**src/rtl/jam_perm_sched_if.sv**
```systemverilog
// Handshake/bus bundle for the permutation scheduler.
//   master : scheduler side (drives load strobe/address, permutation stream, status)
//   slave  : consumer / controlling side (drives start and perm_ready)
// Signals: start, load_en, load_w, load_j, perm_valid, perm_ready, perm_job,
//          perm_last, perm_idx, busy, done.
interface jam_perm_sched_if #(
  parameter int unsigned N     = 8,
  parameter int unsigned IDX_W = 3,
  parameter int unsigned CNT_W = 16
);
  logic                 start;
  logic                 load_en;
  logic [IDX_W-1:0]     load_w;
  logic [IDX_W-1:0]     load_j;
  logic                 perm_valid;
  logic                 perm_ready;
  logic [N*IDX_W-1:0]   perm_job;
  logic                 perm_last;
  logic [CNT_W-1:0]     perm_idx;
  logic                 busy;
  logic                 done;

  modport master (
    input  start, perm_ready,
    output load_en, load_w, load_j, perm_valid, perm_job, perm_last, perm_idx, busy, done
  );

  modport slave (
    output start, perm_ready,
    input  load_en, load_w, load_j, perm_valid, perm_job, perm_last, perm_idx, busy, done
  );
endinterface

```
**src/rtl/jam_perm_sched.sv**
```systemverilog
// Job-assignment cost datapath sequencer.
// Raster-addresses the N x N cost table for loading, then emits every permutation of
// N jobs in lexicographic order over valid/ready, raising a sticky done after the
// descending permutation is accepted.
// Ports:
//   i_clk    rising-edge clock
//   i_rst_n  asynchronous active-low reset
//   bus      jam_perm_sched_if.master (start, load_*, perm_*, busy, done)
// Build option: JAM_PIVOT_COMB_EN finds pivot and successor in a single cycle
// (FIND_SUCC becomes unreachable); the emitted sequence is unchanged.
module jam_perm_sched #(
  parameter int unsigned N     = 8,
  parameter int unsigned IDX_W = 3,
  parameter int unsigned CNT_W = 16
) (
  input  logic                   i_clk,
  input  logic                   i_rst_n,
  jam_perm_sched_if.master       bus
);

  localparam logic [IDX_W-1:0] IdxMax = IDX_W'(N - 1);
  localparam logic [IDX_W-1:0] IdxOne = IDX_W'(1);

  typedef enum logic [2:0] {
    StIdle, StLoad, StIssue, StFindPivot, StFindSucc, StSwap, StReverse, StDone
  } state_e;

  state_e           r_state, w_state_d;
  logic [IDX_W-1:0] r_job [N];
  logic [IDX_W-1:0] w_job_d [N];
  logic [CNT_W-1:0] r_idx, w_idx_d;
  logic             r_done, w_done_d;
  logic [IDX_W-1:0] r_w, w_w_d, r_j, w_j_d;     // load address
  logic [IDX_W-1:0] r_i, w_i_d, r_k, w_k_d;     // pivot / successor index
  logic [IDX_W-1:0] r_lo, w_lo_d, r_hi, w_hi_d; // suffix reversal bounds
  logic [IDX_W-1:0] w_lo_inc, w_hi_dec;
  logic             w_last;

  assign w_lo_inc = r_lo + IdxOne;
  assign w_hi_dec = r_hi - IdxOne;

  // Descending order marks the final permutation.
  always_comb begin
    w_last = 1'b1;
    for (int k = 0; k < N; k++) begin
      if (r_job[k] != IDX_W'(N - 1 - k)) w_last = 1'b0;
    end
  end

`ifdef JAM_PIVOT_COMB_EN
  logic [IDX_W-1:0] w_piv, w_succ;

  // Ascending scans so the highest qualifying index wins.
  always_comb begin
    w_piv = '0;
    for (int k = 0; k < N - 1; k++) begin
      if (r_job[k] < r_job[k+1]) w_piv = IDX_W'(k);
    end
    w_succ = '0;
    for (int k = 0; k < N; k++) begin
      if (r_job[k] > r_job[w_piv]) w_succ = IDX_W'(k);
    end
  end
`endif

  always_comb begin
    w_state_d = r_state;
    w_job_d   = r_job;
    w_idx_d   = r_idx;
    w_done_d  = r_done;
    w_w_d     = r_w;
    w_j_d     = r_j;
    w_i_d     = r_i;
    w_k_d     = r_k;
    w_lo_d    = r_lo;
    w_hi_d    = r_hi;
    unique case (r_state)
      StIdle, StDone: begin
        if (bus.start) begin
          w_state_d = StLoad;
          for (int k = 0; k < N; k++) w_job_d[k] = IDX_W'(k);
          w_idx_d  = '0;
          w_done_d = 1'b0;
          w_w_d    = '0;
          w_j_d    = '0;
        end
      end
      StLoad: begin
        if (r_j == IdxMax) begin
          w_j_d = '0;
          if (r_w == IdxMax) begin
            w_w_d     = '0;
            w_state_d = StIssue;
          end else begin
            w_w_d = r_w + IdxOne;
          end
        end else begin
          w_j_d = r_j + IdxOne;
        end
      end
      StIssue: begin
        if (bus.perm_ready) begin
          if (w_last) begin
            w_state_d = StDone;
            w_done_d  = 1'b1;
          end else begin
            w_idx_d   = r_idx + CNT_W'(1);
            w_i_d     = IDX_W'(N - 2);
            w_state_d = StFindPivot;
          end
        end
      end
      StFindPivot: begin
`ifdef JAM_PIVOT_COMB_EN
        w_i_d     = w_piv;
        w_k_d     = w_succ;
        w_state_d = StSwap;
`else
        if (r_job[r_i] < r_job[r_i + IdxOne]) begin
          w_k_d     = IdxMax;
          w_state_d = StFindSucc;
        end else begin
          w_i_d = r_i - IdxOne;
        end
`endif
      end
      StFindSucc: begin
        if (r_job[r_k] > r_job[r_i]) w_state_d = StSwap;
        else                         w_k_d     = r_k - IdxOne;
      end
      StSwap: begin
        w_job_d[r_i] = r_job[r_k];
        w_job_d[r_k] = r_job[r_i];
        w_lo_d       = r_i + IdxOne;
        w_hi_d       = IdxMax;
        w_state_d    = StReverse;
      end
      StReverse: begin
        if (r_lo < r_hi) begin
          w_job_d[r_lo] = r_job[r_hi];
          w_job_d[r_hi] = r_job[r_lo];
          w_lo_d        = w_lo_inc;
          w_hi_d        = w_hi_dec;
          // lo < hi guarantees neither increment nor decrement wraps.
          if (w_lo_inc >= w_hi_dec) w_state_d = StIssue;
        end else begin
          w_state_d = StIssue;
        end
      end
      default: w_state_d = StIdle;
    endcase
  end

  always_ff @(posedge i_clk or negedge i_rst_n) begin
    if (!i_rst_n) begin
      r_state <= StIdle;
      for (int k = 0; k < N; k++) r_job[k] <= IDX_W'(k);
      r_idx   <= '0;
      r_done  <= 1'b0;
      r_w     <= '0;
      r_j     <= '0;
      r_i     <= '0;
      r_k     <= '0;
      r_lo    <= '0;
      r_hi    <= '0;
    end else begin
      r_state <= w_state_d;
      r_job   <= w_job_d;
      r_idx   <= w_idx_d;
      r_done  <= w_done_d;
      r_w     <= w_w_d;
      r_j     <= w_j_d;
      r_i     <= w_i_d;
      r_k     <= w_k_d;
      r_lo    <= w_lo_d;
      r_hi    <= w_hi_d;
    end
  end

  always_comb begin
    bus.load_en    = (r_state == StLoad);
    bus.load_w     = r_w;
    bus.load_j     = r_j;
    bus.perm_valid = (r_state == StIssue);
    bus.perm_last  = w_last;
    bus.perm_idx   = r_idx;
    bus.busy       = (r_state != StIdle) && (r_state != StDone);
    bus.done       = r_done;
    bus.perm_job   = '0;
    for (int k = 0; k < N; k++) bus.perm_job[k*IDX_W +: IDX_W] = r_job[k];
  end

endmodule

```
**src/flat_wrapper.sv**
```systemverilog
// flat-port wrapper written by rule: the top's interface ports become plain ports
module jam_perm_sched_flat 
#(
  parameter int unsigned N     = 8,
  parameter int unsigned IDX_W = 3,
  parameter int unsigned CNT_W = 16
)
  (i_clk, i_rst_n, bus_start, bus_perm_ready, bus_load_en, bus_load_w, bus_load_j, bus_perm_valid, bus_perm_job, bus_perm_last, bus_perm_idx, bus_busy, bus_done);
  jam_perm_sched_if #(.N(N), .IDX_W(IDX_W), .CNT_W(CNT_W)) bus_i ();
  input  logic i_clk;
  input  logic i_rst_n;
  input wire logic [$bits(bus_i.start)-1:0] bus_start;
  input wire logic [$bits(bus_i.perm_ready)-1:0] bus_perm_ready;
  output wire logic [$bits(bus_i.load_en)-1:0] bus_load_en;
  output wire logic [$bits(bus_i.load_w)-1:0] bus_load_w;
  output wire logic [$bits(bus_i.load_j)-1:0] bus_load_j;
  output wire logic [$bits(bus_i.perm_valid)-1:0] bus_perm_valid;
  output wire logic [$bits(bus_i.perm_job)-1:0] bus_perm_job;
  output wire logic [$bits(bus_i.perm_last)-1:0] bus_perm_last;
  output wire logic [$bits(bus_i.perm_idx)-1:0] bus_perm_idx;
  output wire logic [$bits(bus_i.busy)-1:0] bus_busy;
  output wire logic [$bits(bus_i.done)-1:0] bus_done;
  assign bus_i.start = bus_start;
  assign bus_i.perm_ready = bus_perm_ready;
  assign bus_load_en = bus_i.load_en;
  assign bus_load_w = bus_i.load_w;
  assign bus_load_j = bus_i.load_j;
  assign bus_perm_valid = bus_i.perm_valid;
  assign bus_perm_job = bus_i.perm_job;
  assign bus_perm_last = bus_i.perm_last;
  assign bus_perm_idx = bus_i.perm_idx;
  assign bus_busy = bus_i.busy;
  assign bus_done = bus_i.done;
  jam_perm_sched #(.N(N), .IDX_W(IDX_W), .CNT_W(CNT_W)) u_core (.i_clk(i_clk), .i_rst_n(i_rst_n), .bus(bus_i));
endmodule
```
**config.mk**
```make
export PLATFORM = sky130hd
export DESIGN_NAME = jam_perm_sched_flat
export DESIGN_NICKNAME = d
export VERILOG_FILES = /design/src/rtl/jam_perm_sched_if.sv /design/src/rtl/jam_perm_sched.sv /design/src/flat_wrapper.sv
export SDC_FILE = /design/constraint.sdc
export NUM_CORES = 1
export LEC_CHECK = 0
export CAP_MARGIN = 25
export CORE_MARGIN = 5
export CORE_UTILIZATION = 45
export CTS_CLUSTER_SIZE = 14
export DETAILED_ROUTE_END_ITERATION = 8
export PLACE_DENSITY = 0.75
export SYNTH_ARGS = -nofsm -noshare
export SYNTH_HDL_FRONTEND = slang
export SYNTH_SLANG_ARGS = --single-unit
```
**constraint.sdc**
```tcl
create_clock -name i_clk -period 11.1 [get_ports i_clk]
set_clock_uncertainty 0.05 [all_clocks]
set_input_delay 1.11 -clock i_clk [delete_from_list [all_inputs] [get_ports i_clk]]
set_output_delay 1.11 -clock i_clk [all_outputs]
set_load 0.02 [all_outputs]
```
=== Word-level counts from Yosys, hierarchy flattened ===
Index checks and enable logic that the tools add are counted.

* Mux-type cells: 73
* Bitwise logic cells: 5
* Reductions and logical operators: 24
* Add/sub/neg operators: 8
* Magnitude comparators: 13
* Eq/ne operators: 29

{| class="wikitable"
|+ Operators with widths
! cell !! number
|-
| 2-to-1 mux 3 bit || 34
|-
| bitwise mux 24 bit || 4
|-
| case mux 24 bit (3 select lines) || 1
|-
| 2-to-1 mux 16 bit || 3
|-
| 2-to-1 mux 24 bit || 2
|-
| binary-select mux 3 bit (select 3 bit) || 5
|-
| demux 3 bit (select 3 bit) || 4
|-
| case mux 3 bit (2 select lines) || 6
|-
| case mux 16 bit (2 select lines) || 1
|-
| case mux 3 bit (7 select lines) || 1
|-
| greater-or-equal comparator 4 bit (second input constant) || 5
|-
| inverter 3 -> 4 bit || 5
|-
| equality test 3 bit (second input constant) || 6
|-
| != test 3 bit (second input constant) || 6
|-
| adder 16 x 1 -> 16 bit (second input constant) || 1
|-
| less-than comparator 4 x 1 -> 1 bit (second input constant) || 4
|-
| adder 3 x 1 -> 3 bit (second input constant) || 4
|-
| != test 2 x 1 -> 1 bit (second input constant) || 6
|-
| AND reduction 4 bit || 3
|-
| 2-to-1 mux 1 bit || 11
|-
| != test 2 bit (second input constant) || 5
|-
| nonzero test 2 bit || 5
|-
| AND reduction 3 bit || 3
|-
| nonzero test 3 bit || 3
|-
| 14 further kinds || 24
|}

* Bits of input ports: 4
* Output and inout bits: 51
* Word-level logic and storage cells: 169
* Register bits after elaboration: 62

=== Logic depth before layout (Yosys ltp) ===
* Word-level depth: 12
* Mapped depth: 14
* Mapped depth without buffers: 10

=== Worst setup path before layout ===
Ideal clock, no wire load.

* Path kind: register to register
* Start: reg u_core.r_i[0]
* End: reg u_core.r_i[2]
* Period minus slack after synthesis: 3501 ps
* Stages on the path, launching flop included: 14
* Data required time: 10929 ps
* Path slack: 7599 ps
* Setup time: 121 ps
* Data arrival time: 3329 ps
* Buffers on the path: 4
* Path through: dfrtp_1 -> buf_6 -> clkbuf_8 -> clkbuf_1 -> inv_1 -> ha_1 -> buf_2 -> mux4_2 -> mux2i_1 -> ha_1 -> a21o_1 -> o31ai_4 -> a21oi_1 -> o22a_1

* Word-level cells in the longest chain between the ends: 8
* Elaborated cells on any way between the ends: 15
* Classes of those cells: add/sub: 2; order compare: 1; eq/ne: 1; mux: 8; bitwise: 2; reduce/logical: 1

{| class="wikitable"
|+ Ends and longest elaborated chain
! element !! RTL line !! source
|-
| start, declared || jam_perm_sched.sv:34 || <nowiki>logic [IDX_W-1:0] r_i, w_i_d, r_k, w_k_d;</nowiki>
|-
| start signal, assigned || jam_perm_sched.sv:173 || <nowiki>r_i <= w_i_d;</nowiki>
|-
| adder 3 x 1 -> 3 bit || jam_perm_sched.sv:119 || <nowiki>if (r_job[r_i] < r_job[r_i + IdxOne]) begin</nowiki>
|-
| inverter 3 -> 4 bit (implied by the code) || jam_perm_sched.sv:119 ||
|-
| binary-select mux 3 bit (select 3 bit) || jam_perm_sched.sv:119 ||
|-
| 2-to-1 mux 3 bit (implied by the code) (2 in a row) || jam_perm_sched.sv:119 ||
|-
| less-than comparator 3 bit || jam_perm_sched.sv:119 ||
|-
| != test 2 bit (no line) || -- ||
|-
| AND reduction 4 bit (no line) || -- ||
|}

Parallel ways exist; a longest one is shown, timed or not. The select of a mux whose other input is x is not followed.
A chain may end at the register's enable or synchronous reset.

=== Worst setup path in the final report ===
* Start: reg u_core.r_job (netlist bit u_core.bus.perm_job[18])
* End: out bus_perm_last

* Word-level cells in the longest chain between the ends: 3

{| class="wikitable"
|+ Ends and longest elaborated chain
! element !! RTL line !! source
|-
| start, declared || jam_perm_sched.sv:29 || <nowiki>logic [IDX_W-1:0] r_job [N];</nowiki>
|-
| start signal, assigned || jam_perm_sched.sv:168 || <nowiki>r_job <= w_job_d;</nowiki>
|-
| != test 3 x 1 -> 1 bit || jam_perm_sched.sv:46 || <nowiki>if (r_job[k] != IDX_W'(N - 1 - k)) w_last = 1'b0;</nowiki>
|-
| 2-to-1 mux 1 bit (2 in a row) || jam_perm_sched.sv:46 ||
|-
| end, declared || flat_wrapper.sv:19 || <nowiki>output wire logic [$bits(bus_i.perm_last)-1:0] bus_perm_last;</nowiki>
|}

No other way between the ends.

==> metrics.md <==
| Metric | Value |
|---|---|
| Max-Cap Viols | `0` |
| CTS max path bufs | `2` |
| TritonCTS buffer count | `9` |
| Number of port buffers | `54` |
| Arrival time worst endpoint | `2.74 ns` |
| First-pass DRT Iterations | `6` |
| Largest net degree at the start of global routing | `63` |
| # H-tree levels | `3` |
| Final GP Congestion | `0.9767` |
| Pwr/cell area | `roughly 340 mW/mm^2` |
| Vias | `between 6000 and 7000` |
| Sequential share of the synthesized area | `25.88%` |
| Die Span Y | `126.0 um` |
| Detailed Place HPWL | `13.99 mm` |
| Wire length per cell after detailed routing | `22.87 um` |
| Number of hold violations in the final report | `0` |
| Top cell type's share of synthesized area | `20.67%` |
| Static Leak | `2.698 nW` |
| # hold bufs at CTS | `0` |
| Min cycle time layout | `~4 ns` |
| Via density | `6.898` |
| Clock sink total | `between 60 and 70` |
| Top post-synthesis cells by area | `dfrtp_1 21%, mux4_2 5.6%, dfstp_2 5.2%` |
| Iter 0 DRT Violations | `1079` |
| Min-Delay Endpoint | `u_core.bus.perm_idx[15]` |
| Boundary pin count | `55` |
| Starting density of the core | `45.71%` |
| DRC viols | `0` |
| Post-synth top cells | `56 x nor2_1, 50 x dfrtp_1, 50 x nand2_1, 46 x o21ai_0, 34 x nand3_1` |
| Critical Path RT | `9.94 ns` |
| Cell area after synthesis | `0.006053 mm^2` |
| Max VDD drop | `0.1532 mV` |
| Min-Delay Path Depth | `1` |
| Global-route wire length before repair | `around 33 mm` |
| Final nets | `746` |
| # rows | `42` |
| Finish-stage setup viols | `0` |
| Layout cells sized above 1 | `approximately 11%` |
| Final ANT Viol Nets | `0` |
| Unrepaired setup endpoints after global routing | `no` |
| Post-cts repair resize count | `0` |
| CTS tree | `yes` |
| Post-synth EDFFs | `0` |
| Fillcell total | `1250` |
| Top_reg_cell synth | `dfrtp_1` |
| Setup bufs post-CTS | `0` |
| Grt total ovfl | `0` |
| Core Region | `~0.013 mm^2` |
| Worst Setup Path Type | `register to primary output` |
| Crit path launch type | `register` |
| Reg2reg start | `u_core.r_i[0]` |
| Total track usage | `approximately a quarter` |
| CP Capture Type | `primary output` |
| Final Max Tran Viols | `0` |
| Yosys warning count | `0` |
| Initial antenna violation count | `0` |
| Die width | `126.0 um` |
| Synth area leader | `dfrtp_1` |
| Least-Margin Pin Slew | `just under 1 ns` |
| Clk Latency, worst-skew pair | `0.34 ns` |
| Worst r2r path cells | `10` |
| Setup TNS | `0 ns` |
| FF-to-FF End | `u_core.r_i[2]` |
| Fmax achieved | `256.6 MHz` |
| Layout area overhead | `12.03%` |
| Origin of the worst min-delay path | `u_core.bus.perm_idx[15]` |
| Cell count after synthesis | `roughly 700` |
| Syn nets | `roughly 740` |
| Register bit total from synthesis | `62` |
| Flop-to-flop setup slack | `7.34 ns` |
| Routed WL | `20.63 mm` |
| Setup crit start | `u_core.bus.perm_job[18]` |
| Worst Hold Class | `register to register` |
| Final hold slack | `0.4337 ns` |
| Die area | `0.01587 mm^2` |
| Inserted Diodes | `0` |
| Async set-reset flop share out of synthesis | `100.0%` |
| Critical path fanouts, max | `11` |
| Post-synthesis average cell area | `between 8 and 9 um^2` |
| Cell with the most instances after synthesis | `nor2_1` |
| Root buffer cell | `clkbuf_16` |
| Status | `finished clean` |
| Crit share post-route | `a little over a third` |
| Clock Pin Slew Worst Setup and Hold Paths | `roughly 0.06 ns` |
| Distinct cells, synth | `82` |
| Worst slew margin | `35.53%` |
| Vias in the first global route | `6002` |
## cells by family (layout without fill, tap and decap cells)
logic type               Yosys count  in the layout  synth area share (%)
AND/OR/NAND/NOR                  258            258                 22.47
buffers and inverters             93            106                 8.082
adder cells (fa/ha/maj)           21             21                 4.341
flip-flops                        62             62                 25.88
XOR/XNOR                           9              9                 1.302
AO/OA/AOI/OAI                    213            213                 24.25
multiplexers                      57             57                 13.68
## area by class of cell
type	count	area [um^2]	share of cell area, %
Multi-Input combinational cell	558	3998	58.95
Sequential cell	62	1567	23.10
Timing Repair Buffer	59	580.6	8.561
Clock buffer	9	225.2	3.321
Tap cell	176	220.2	3.247
Inverter	31	116.4	1.716
Clock inverter	7	75.07	1.107
## per-layer routing
metal | up-vias | part of all wire (%) | wire length, um | track usage (%)
met5 | - | 0 | 0 | 0
met4 | 0 | 5.0 | 1038 | 11.36
met3 | 104 | 12 | 2469 | 6.774
met2 | 484 | 44 | 9090 | 39.19
met1 | 2900 | 39 | 8030 | 33.35
li1 | 2734 | - | - | -
## cells in the final DEF, fill, tap and decap left out, types with 9 or more instances in the layout
cell type        instances
nor2_1                  56
clkdlybuf4s50_1         53
nand2_1                 50
dfrtp_1                 50
o21ai_0                 46
nand3_1                 34
a21oi_1                 31
o211ai_1                30
nor3_1                  28
mux2i_1                 26
inv_1                   26
ha_1                    21
mux4_2                  15
a31oi_1                 14
dfstp_2                 12
o2111ai_1               11
a32oi_1                 10
nand2b_1                10
and3_1                  10
nor3b_1                  9
and2_1                   9
clkbuf_16                9
## worst max-delay path: stages, from the launching register on
cell	delay (ns)
dfrtp_1	0.56
nor4bb_1	0.35
nand4_1	0.58
nor2_1	0.26
clkdlybuf4s50_1	0.63
## registers in the layout, indices dropped and copies added, names as in the netlist
register / flops
u_core.r_i: 3
u_core.r_lo: 3
u_core.r_state: 3
u_core.bus.load_w: 3
u_core.r_hi: 3
u_core.bus.perm_job: 24
u_core.bus.done: 1
u_core.bus.perm_idx: 16
u_core.bus.load_j: 3
u_core.r_k: 3
## power by group
group          leakage (nW)  total, mW  switching (mW)  internal, mW
registers             0.763      0.617           0.298         0.319
logic                  1.80       1.44           0.833         0.602
clock network         0.138      0.285           0.111         0.174
## through the flow
step / utilization [%] / area (um^2) / power [mW] / std cells / setup slack, ns
after floorplan: - / 6053 / 1.556 / 713 / 7.599
after global placement: 48.83 / 6466 / 1.926 / 885 / 7.418
after detailed placement: 48.83 / 6466 / 1.988 / 885 / 7.181
after CTS: 51.10 / 6766 / 2.284 / 901 / 7.174
after global routing: 51.21 / 6782 / 2.466 / 902 / 7.104
final: 51.21 / 6782 / 2.338 / 902 / 7.202
## worst max path at each step
stage | end | slack [ns] | depth (start not counted)
2_1_floorplan | u_core.r_i[2] | 7.60 | 13
4_1_cts | u_core.r_i[2] | 7.17 | 9
3_3_place_gp | u_core.r_i[2] | 7.42 | 9
5_1_grt | bus_perm_last | 7.10 | 4
6_report | bus_perm_last | 7.20 | 4
3_5_place_dp | u_core.r_i[2] | 7.18 | 9
Note: power is estimated with default switching activity, not from simulation.
